==> config.mk <==
export PLATFORM = sky130hd
export DESIGN_NAME = ex_muldiv_unit_flat
export DESIGN_NICKNAME = d
export VERILOG_FILES = /design/src/rtl/ex_muldiv_unit_if.sv /design/src/rtl/ex_muldiv_unit.sv /design/src/flat_wrapper.sv
export SDC_FILE = /design/constraint.sdc
export NUM_CORES = 1
export LEC_CHECK = 0
export CAP_MARGIN = 10
export CORE_UTILIZATION = 40
export DETAILED_ROUTE_END_ITERATION = 8
export GPL_ROUTABILITY_DRIVEN = 0
export GPL_TIMING_DRIVEN = 1
export PLACE_DENSITY = 0.68
export SYNTH_ARGS = -nofsm -noshare
export SYNTH_HDL_FRONTEND = slang
export SYNTH_SLANG_ARGS = --single-unit
==> constraint.sdc <==
create_clock -name i_clk -period 3.45 [get_ports i_clk]
set_clock_uncertainty 0.15 [all_clocks]
set_input_delay 0.345 -clock i_clk [delete_from_list [all_inputs] [get_ports i_clk]]
set_output_delay 0.345 -clock i_clk [all_outputs]
set_load 0.01 [all_outputs]
==> src/rtl/ex_muldiv_unit_if.sv <==
// EX-stage mul/div handshake bundle: issue/move/flush controls from EX,
// HI/LO, busy/stall and completion status back from the unit.
interface ex_muldiv_unit_if #(
   parameter int DATA_W = 32
);
   logic              i_start;
   logic [1:0]        i_op;
   logic [DATA_W-1:0] i_Aoperand;
   logic [DATA_W-1:0] i_Boperand;
   logic              i_mthi;
   logic              i_mtlo;
   logic              i_hilo_req;
   logic              i_flush;
   logic [DATA_W-1:0] o_hi;
   logic [DATA_W-1:0] o_lo;
   logic              o_busy;
   logic              o_stall;
   logic              o_done;
   logic              o_div_by_zero;

   modport master (
      output i_start, i_op, i_Aoperand, i_Boperand,
      output i_mthi, i_mtlo, i_hilo_req, i_flush,
      input  o_hi, o_lo, o_busy, o_stall, o_done, o_div_by_zero
   );

   modport slave (
      input  i_start, i_op, i_Aoperand, i_Boperand,
      input  i_mthi, i_mtlo, i_hilo_req, i_flush,
      output o_hi, o_lo, o_busy, o_stall, o_done, o_div_by_zero
   );
endinterface

==> src/rtl/ex_muldiv_unit.sv <==
// Iterative MULT/MULTU/DIV/DIVU unit owning HI/LO; fixed DATA_W+1 cycle
// busy window. Ports: i_clk, i_rst_n, bus (slave side of ex_muldiv_unit_if).
module ex_muldiv_unit #(
   parameter int DATA_W = 32
) (
   input logic i_clk,
   input logic i_rst_n,
   ex_muldiv_unit_if.slave bus
);
   localparam int CW = $clog2(DATA_W + 1);

   typedef enum logic [1:0] {IDLE, RUN, FIX} state_t;

   state_t            state;
   logic [CW-1:0]     cnt;
   logic [DATA_W-1:0] hi_q, lo_q;
   logic [DATA_W-1:0] hw, lw, bw;
   logic              is_div, neg_res, neg_rem, div0;
   logic              busy_q, done_q, dz_q;

   logic              sgn;
   logic [DATA_W-1:0] a_abs, b_abs;
   logic [DATA_W:0]   mul_sum;
   logic [DATA_W:0]   div_r;
   logic [DATA_W+1:0] div_diff;
   logic [2*DATA_W-1:0] prod;
   logic [DATA_W-1:0] quo, rem;

   always_comb begin
      sgn   = ~bus.i_op[0];
      a_abs = (sgn & bus.i_Aoperand[DATA_W-1]) ? -bus.i_Aoperand
                                                : bus.i_Aoperand;
      b_abs = (sgn & bus.i_Boperand[DATA_W-1]) ? -bus.i_Boperand
                                                : bus.i_Boperand;
      // Multiply: lw holds the multiplier, shifted out LSB first while the
      // partial product shifts into it from hw.
      mul_sum = {1'b0, hw} + (lw[0] ? {1'b0, bw} : '0);
      // Restoring divide: lw holds the dividend, quotient bits shift in.
      div_r    = {hw, lw[DATA_W-1]};
      div_diff = {1'b0, div_r} - {2'b0, bw};
      prod = neg_res ? -{hw, lw} : {hw, lw};
      quo  = neg_res ? -lw : lw;
      rem  = neg_rem ? -hw : hw;
   end

   always_ff @(posedge i_clk or negedge i_rst_n) begin
      if (!i_rst_n) begin
         state   <= IDLE;
         cnt     <= '0;
         hi_q    <= '0;
         lo_q    <= '0;
         hw      <= '0;
         lw      <= '0;
         bw      <= '0;
         is_div  <= 1'b0;
         neg_res <= 1'b0;
         neg_rem <= 1'b0;
         div0    <= 1'b0;
         busy_q  <= 1'b0;
         done_q  <= 1'b0;
         dz_q    <= 1'b0;
      end else begin
         done_q <= 1'b0;
         dz_q   <= 1'b0;
         case (state)
            IDLE: begin
               if (!bus.i_flush) begin
                  if (bus.i_mthi) hi_q <= bus.i_Aoperand;
                  if (bus.i_mtlo) lo_q <= bus.i_Aoperand;
                  if (bus.i_start) begin
                     state   <= RUN;
                     busy_q  <= 1'b1;
                     cnt     <= CW'(DATA_W);
                     hw      <= '0;
                     lw      <= a_abs;
                     bw      <= b_abs;
                     is_div  <= bus.i_op[1];
                     neg_res <= sgn & (bus.i_Aoperand[DATA_W-1]
                                     ^ bus.i_Boperand[DATA_W-1]);
                     neg_rem <= sgn & bus.i_Aoperand[DATA_W-1];
                     div0    <= bus.i_op[1] & (bus.i_Boperand == '0);
                  end
               end
            end
            RUN: begin
               if (bus.i_flush) begin
                  state  <= IDLE;
                  busy_q <= 1'b0;
               end else begin
                  if (is_div) begin
                     if (!div_diff[DATA_W+1]) begin
                        hw <= div_diff[DATA_W-1:0];
                        lw <= {lw[DATA_W-2:0], 1'b1};
                     end else begin
                        hw <= div_r[DATA_W-1:0];
                        lw <= {lw[DATA_W-2:0], 1'b0};
                     end
                  end else begin
                     hw <= mul_sum[DATA_W:1];
                     lw <= {mul_sum[0], lw[DATA_W-1:1]};
                  end
                  cnt <= cnt - 1'b1;
                  if (cnt == CW'(1)) state <= FIX;
               end
            end
            FIX: begin
               state  <= IDLE;
               busy_q <= 1'b0;
               if (!bus.i_flush) begin
                  done_q <= 1'b1;
                  dz_q   <= div0;
                  if (!is_div) begin
                     hi_q <= prod[2*DATA_W-1:DATA_W];
                     lo_q <= prod[DATA_W-1:0];
                  end else if (!div0) begin
                     hi_q <= rem;
                     lo_q <= quo;
                  end
               end
            end
            default: begin
               state  <= IDLE;
               busy_q <= 1'b0;
            end
         endcase
      end
   end

   assign bus.o_hi          = hi_q;
   assign bus.o_lo          = lo_q;
   assign bus.o_busy        = busy_q;
   assign bus.o_stall       = busy_q & bus.i_hilo_req;
   assign bus.o_done        = done_q;
   assign bus.o_div_by_zero = dz_q;
endmodule

==> src/flat_wrapper.sv <==
// flat-port wrapper written by rule: the top's interface ports become plain ports
module ex_muldiv_unit_flat 
#(
   parameter int DATA_W = 32
)
  (i_clk, i_rst_n, bus_i_start, bus_i_op, bus_i_Aoperand, bus_i_Boperand, bus_i_mthi, bus_i_mtlo, bus_i_hilo_req, bus_i_flush, bus_o_hi, bus_o_lo, bus_o_busy, bus_o_stall, bus_o_done, bus_o_div_by_zero);
  ex_muldiv_unit_if #(.DATA_W(DATA_W)) bus_i ();
  input logic i_clk;
  input logic i_rst_n;
  input wire logic [$bits(bus_i.i_start)-1:0] bus_i_start;
  input wire logic [$bits(bus_i.i_op)-1:0] bus_i_op;
  input wire logic [$bits(bus_i.i_Aoperand)-1:0] bus_i_Aoperand;
  input wire logic [$bits(bus_i.i_Boperand)-1:0] bus_i_Boperand;
  input wire logic [$bits(bus_i.i_mthi)-1:0] bus_i_mthi;
  input wire logic [$bits(bus_i.i_mtlo)-1:0] bus_i_mtlo;
  input wire logic [$bits(bus_i.i_hilo_req)-1:0] bus_i_hilo_req;
  input wire logic [$bits(bus_i.i_flush)-1:0] bus_i_flush;
  output wire logic [$bits(bus_i.o_hi)-1:0] bus_o_hi;
  output wire logic [$bits(bus_i.o_lo)-1:0] bus_o_lo;
  output wire logic [$bits(bus_i.o_busy)-1:0] bus_o_busy;
  output wire logic [$bits(bus_i.o_stall)-1:0] bus_o_stall;
  output wire logic [$bits(bus_i.o_done)-1:0] bus_o_done;
  output wire logic [$bits(bus_i.o_div_by_zero)-1:0] bus_o_div_by_zero;
  assign bus_i.i_start = bus_i_start;
  assign bus_i.i_op = bus_i_op;
  assign bus_i.i_Aoperand = bus_i_Aoperand;
  assign bus_i.i_Boperand = bus_i_Boperand;
  assign bus_i.i_mthi = bus_i_mthi;
  assign bus_i.i_mtlo = bus_i_mtlo;
  assign bus_i.i_hilo_req = bus_i_hilo_req;
  assign bus_i.i_flush = bus_i_flush;
  assign bus_o_hi = bus_i.o_hi;
  assign bus_o_lo = bus_i.o_lo;
  assign bus_o_busy = bus_i.o_busy;
  assign bus_o_stall = bus_i.o_stall;
  assign bus_o_done = bus_i.o_done;
  assign bus_o_div_by_zero = bus_i.o_div_by_zero;
  ex_muldiv_unit #(.DATA_W(DATA_W)) u_core (.i_clk(i_clk), .i_rst_n(i_rst_n), .bus(bus_i));
endmodule
; Word level (Yosys, flattened, before mapping)
; Index checks and enable logic that the tools add are counted.
; W data, S select, Z words.
[classes]
addsub = 8
mul = 0
div_mod_pow = 0
magnitude_cmp = 0
eq_ne = 12
n_shift = 0
mux = 47
n_bitwise = 8
reduce_logical = 10
[ops]
columns = operator, count
row1 = $mux W32, 24
row2 = $pmux W32 S2, 4
row3 = $neg A32 Y32, 4
row4 = $mux W64, 1
row5 = $neg A64 Y64, 1
row6 = $sub A33 B32 Y34, 1
row7 = $add A32 B33 Y33, 1
row8 = $logic_not A32 Y1, 1
row9 = $mux W6, 3
row10 = $ne A2 B2 Y1 const B, 7
row11 = $pmux W6 S2, 1
row12 = $reduce_and A5 Y1, 2
row13 = $reduce_and A3 Y1, 3
row14 = $mux W1, 8
row15 = $mux W2, 4
row16 = $eq A6 B1 Y1 const B, 1
row17 = $sub A6 B1 Y6 const B, 1
row18 = $and A1 B1 Y1, 5
row19 = $pmux W2 S2, 1
row20 = $reduce_and A4 Y1, 1
row21 = $reduce_bool A2 Y1, 2
row22 = $ne A3 B2 Y1 const B, 1
row23 = $ne A3 B3 Y1 const B, 1
row24 = $eq A2 B1 Y1 const B, 1
row25 = 5 further kinds, 6
[totals]
reg_bits = 175
latch_bits = 0
ram_bits = 0
rom_bits = 0
in_bits = 73
out_inout_bits = 68
word_cells = 99
n_memories = 0

; Logic depth before layout (Yosys ltp)
; Gate-level depths: netlist of run 1.
[depth]
depth_word = 6
depth_mapped = 14

; Least setup slack after synthesis of run 1
; OpenSTA, ideal clock, no wires.
[synth_path]
path_kind = register -> register
start = register u_core.lw[31]
end = register u_core.hw[30]
arrival_time_ps = 3066
required_ps = 3235
path_slack_ps = 169
path_stages_with_launch = 13
path_buffers = 0
period_less_slack_ps = 3281
cell_sequence = dfrtp_1 inv_1 ha_1 fa_1 nor2b_1 o2111ai_1 a211oi_1 o21ai_0 o21ai_0 o21ai_0 or4b_2 a31oi_1 a21o_1
[synth_via]
elab_chain_len = 5
[synth_lines]
columns = element, line_no
row1 = "start, declared", ex_muldiv_unit.sv:17  ; logic [DATA_W-1:0] hw, lw, bw;
row2 = "start signal, assigned", ex_muldiv_unit.sv:75  ; lw <= a_abs;
row3 = "start signal, assigned", ex_muldiv_unit.sv:93  ; lw <= {lw[DATA_W-2:0], 1'b1};
row4 = "start signal, assigned", ex_muldiv_unit.sv:96  ; lw <= {lw[DATA_W-2:0], 1'b0};
row5 = $sub A33 B32 Y34, ex_muldiv_unit.sv:40  ; div_diff = {1'b0, div_r} - {2'b0, bw};
row6 = $mux W32, ex_muldiv_unit.sv:91  ; if (!div_diff[DATA_W+1]) begin
row7 = $mux W32, ex_muldiv_unit.sv:90  ; if (is_div) begin
row8 = $mux W32, ex_muldiv_unit.sv:86  ; if (bus.i_flush) begin
row9 = $pmux W32 S2, ex_muldiv_unit.sv:65  ; case (state)
row10 = "end signal, assigned", ex_muldiv_unit.sv:92  ; hw <= div_diff[DATA_W-1:0];
row11 = "end signal, assigned", ex_muldiv_unit.sv:95  ; hw <= div_r[DATA_W-1:0];
row12 = "end signal, assigned", ex_muldiv_unit.sv:99  ; hw <= mul_sum[DATA_W:1];
row13 = "end, declared", ex_muldiv_unit.sv:17
; Every way passes these cells. The select of a mux whose other input is x is not followed.
; A chain may end at the register's enable or synchronous reset.

; Worst setup path after layout of run 1
[layout_path]
start = register u_core.hw[20]
end = register u_core.hi_q[27] (netlist: u_core.bus.o_hi[27])
[layout_via]
elab_chain_len = 6
[layout_lines]
columns = element, line_no
row1 = $neg A32 Y32, ex_muldiv_unit.sv:43  ; rem = neg_rem ? -hw : hw;
row2 = $mux W32, ex_muldiv_unit.sv:43
row3 = $mux W32, ex_muldiv_unit.sv:115  ; end else if (!div0) begin
row4 = $mux W32 *, ex_muldiv_unit.sv:112  ; if (!is_div) begin
row5 = $mux W32 *, ex_muldiv_unit.sv:109  ; if (!bus.i_flush) begin
row6 = $pmux W32 S2 *, ex_muldiv_unit.sv:65
row7 = "end signal, assigned", ex_muldiv_unit.sv:68  ; if (bus.i_mthi) hi_q <= bus.i_Aoperand;
row8 = "end signal, assigned", ex_muldiv_unit.sv:113  ; hi_q <= prod[2*DATA_W-1:DATA_W];
row9 = "end signal, assigned", ex_muldiv_unit.sv:116  ; hi_q <= rem;
row10 = "end, declared", ex_muldiv_unit.sv:16  ; logic [DATA_W-1:0] hi_q, lo_q;
; Mark *: on every way between the ends. The rest lies on a longest branch, timed or not. The select of a mux whose other input is x is not followed.

==> metrics.txt, run 1 <==
outcome completed; GRT Total Usage 26.79%; Mapped Nets 2026; worst hold slack 329.1 ps; Top delay family on crit path simple AND/OR/NAND/NOR gates; Async S/R FF share, synth 100.0%; area of the multi-input gates 9891 µm²; grt ovf 0; die area 37510 µm²; final wirelength 50920 µm; NumNets Final 2231; Ys Warns 0; worst path bufs/invs 1; Lkg Pwr 0.008106 µW; Starting Density 41.01%; slowest CP cell or4_4; crit start category register; routed wire length per instance 19.90 µm; CTS sink cnt 175; sw power 6787 µW; hpwl dp 38730 µm; internal power 7668 µW; DRC 0; Die Y 193.7 µm; Worst Path Required 3660 ps; diodes inserted 0; Mean Syn Cell Area 7.812 µm²; clock buffer depth 2; Post-Syn Area 14690 µm²; ratio of cells with drive above 1 in the final layout 11.39%; fin crit period 3365 ps; Max Fclk 297.2 MHz; clock root buffer clkbuf_16; Core Area 35830 µm²; Worst Tran Pin Value 1182 ps; post-synthesis register bit count 175; Post-synth EDFFs 0; crit path cell chain buf_4, or4_4, nor4b_4, nand2_1, or4_1, o41ai_2, a221oi_1, xor2_1, nor2_1, o31ai_1; vias in the first global route 14770; clock-pin slew on the worst setup and hold paths 70 ps; Synth cell types 82; Num CTS Buffers 17; Clock Latency Late Sink 460 ps; Ports 141; Worst setup EP type register; initial antenna violation count 0; Rel. slew slack 20.87%; Fillers 3422; predominant post-synthesis flop cell dfrtp_1; maxcap violations 0; Worst Path Max Fanout 6; CP Class register to register; commonest non-fill, non-tap cell in the layout nand2_1; hold crit path type register to register; RSZ-0062 raised after global routing true; Syn Inst Count 1881; Sw Share 46.95%; Worst path max stage delay 580 ps; Sequential Power Share 21.5%; Pins Over Slew Limit 0; post-route ant nets 0; synthesis-to-finish area growth 24.33%; setup TNS 0 ps; crit path DAT 3570 ps; most frequent cells in the layout 261 x nand2_1, 211 x o21ai_0, 174 x dfrtp_1; DRT iter0 DRCs 1626; register area share after synthesis 29.80%; CTS H-tree depth 4; # rows 69; crit share post-route 97.54%; CTS tree yes; Die W 193.7 µm; Final Hold Viols 0; vias per cell 6.001; DRT Pass-1 Iters 8; first-pass GRT wire length 79620 µm; Comb pwr share 64.8%; largest net degree at the start of global routing 98; storage element area 4380 µm²; # setup viols final 0; Clock power frac 13.6%; Power Density 791.2 nW/µm²; maximum vdd drop 0.4305 mV; via count 15360; Port Buffers 140
[metrics by stage]
| step | total power, µW | setup slack (ps) | cells | util, % | instance area (µm²) |
|---|---|---|---|---|---|
| after floorplan | 8602 | 169.3 | 1881 | - | 14690 |
| after global placement | 11780 | -109.1 | 2525 | 48.83 | 17490 |
| after detailed placement | 11970 | -88.63 | 2525 | 48.83 | 17490 |
| after CTS | 13990 | 11.41 | 2557 | 50.47 | 18080 |
| after global routing | 15370 | -54.98 | 2559 | 50.99 | 18270 |
| final | 14450 | 84.80 | 2559 | 50.99 | 18270 |
[state kept, by name (all words and copies together), names as in the netlist]
| name | cells |
|---|---|
| u_core.bus.o_busy | 1 |
| u_core.bus.o_div_by_zero | 1 |
| u_core.bus.o_done | 1 |
| u_core.bus.o_hi | 32 |
| u_core.bus.o_lo | 32 |
| u_core.bw | 32 |
| u_core.cnt | 6 |
| u_core.div0 | 1 |
| u_core.hw | 32 |
| u_core.is_div | 1 |
| u_core.lw | 32 |
| u_core.neg_rem | 1 |
| u_core.neg_res | 1 |
| u_core.state | 2 |
[kinds of logic after synthesis]
family / share of synthesized area [%]
AO/OA/AOI/OAI: 24.92
XOR/XNOR: 10.31
multiplexers: 3.815
buffers and inverters: 4.394
adder cells (fa/ha/maj): 6.233
flip-flops: 29.80
AND/OR/NAND/NOR: 20.52
[power by group through the flow]
stage	clock [µW]	sequential (µW)	combinational, µW
after global routing	2080	3170	10100
after CTS	2000	3090	8900
after detailed placement	0	3130	8840
final	1970	3110	9370
after global placement	0	3110	8670
after floorplan	0	3090	5520
[layout make-up]
| class | count | share of cell area (%) |
|---|---|---|
| flip-flops and latches | 175 | 23.98 |
| clock inverters | 10 | 0.5411 |
| repair buffers | 292 | 14.30 |
| well taps | 461 | 3.157 |
| inverters | 61 | 1.253 |
| clock buffers | 21 | 2.630 |
| multi-input cells | 1539 | 54.14 |
[path summary, 6_finish.rpt]
path | startpoint | to | slack, ps | depth (start not counted)
setup / recovery | u_core.hw[20]$_DFFE_PN0P_ | u_core.bus.o_hi[27]$_DFFE_PN0P_ | 80 | 10
hold / removal | u_core.bus.o_hi[8]$_DFFE_PN0P_ | u_core.bus.o_hi[8]$_DFFE_PN0P_ | 330 | 2
setup reg to reg | u_core.hw[20]$_DFFE_PN0P_ | u_core.bus.o_hi[27]$_DFFE_PN0P_ | 80 | 10
hold reg to reg | u_core.bus.o_hi[8]$_DFFE_PN0P_ | u_core.bus.o_hi[8]$_DFFE_PN0P_ | 330 | 2
max in group asynchronous | i_rst_n | u_core.is_div$_DFFE_PN0P_ | 1850 | 3
min in group asynchronous | i_rst_n | u_core.lw[9]$_DFFE_PN0P_ | 350 | 2
[worst reg2reg max path: stages, from the launching register on]
cell	delay, ps
dfrtp_1	400
buf_4	180
or4_4	580
nor4b_4	320
nand2_1	130
or4_1	510
o41ai_2	240
a221oi_1	150
xor2_1	330
nor2_1	70
o31ai_1	210
[timing repair]
| item | CTS | global route |
|---|---|---|
| hold endpoints to repair | 79 | 0 |
| gates resized for setup | 0 | 37 |
| buffers inserted | 0 | 2 |
| endpoints found under the setup margin | 1 | 29 |
| hold buffers | 1 | 0 |
| pin swaps | 1 | 9 |
[synthesized netlist by cell type (9+ instances only)]
library cell | instances | area, µm²
mux2i_1 | 56 | 560.5
o21ai_0 | 215 | 1076
nand3_1 | 31 | 155.2
ha_1 | 70 | 875.8
inv_1 | 60 | 225.2
nand2_1 | 261 | 979.7
nor2b_1 | 17 | 106.4
dfrtp_1 | 175 | 4379
a21o_1 | 39 | 292.8
a21oi_1 | 134 | 670.6
a211oi_1 | 14 | 105.1
nand4_1 | 11 | 68.82
or3_1 | 19 | 118.9
o21a_1 | 9 | 67.56
xor2_1 | 77 | 674.4
or4_1 | 11 | 82.58
o21ai_1 | 9 | 45.04
o31ai_1 | 42 | 315.3
nor3_1 | 34 | 170.2
a31oi_1 | 14 | 87.58
nand2b_1 | 18 | 112.6
nor2_1 | 167 | 626.9
nor4_1 | 17 | 106.4
clkbuf_1 | 92 | 345.3
and2_1 | 14 | 87.58
xnor2_1 | 96 | 840.8
a22oi_1 | 22 | 165.2
[layer usage]
layer | GRT usage [%] | routed length [µm] | vias to the layer above
met2 | 42.64 | 23120 | 778
met5 | 0 | 0 | -
met4 | 12.47 | 2206 | 0
met1 | 35.61 | 21220 | 7302
met3 | 4.279 | 4371 | 127
li1 | - | - | 7149
No activity file was read; power rests on OpenSTA's default activity.
==> run 2, diff against run 1 <==
CTS_CLUSTER_DIAMETER = 40   (was default)
==> results of run 2 <==
Final layout, timing and power as in run 1 (identical DEF).
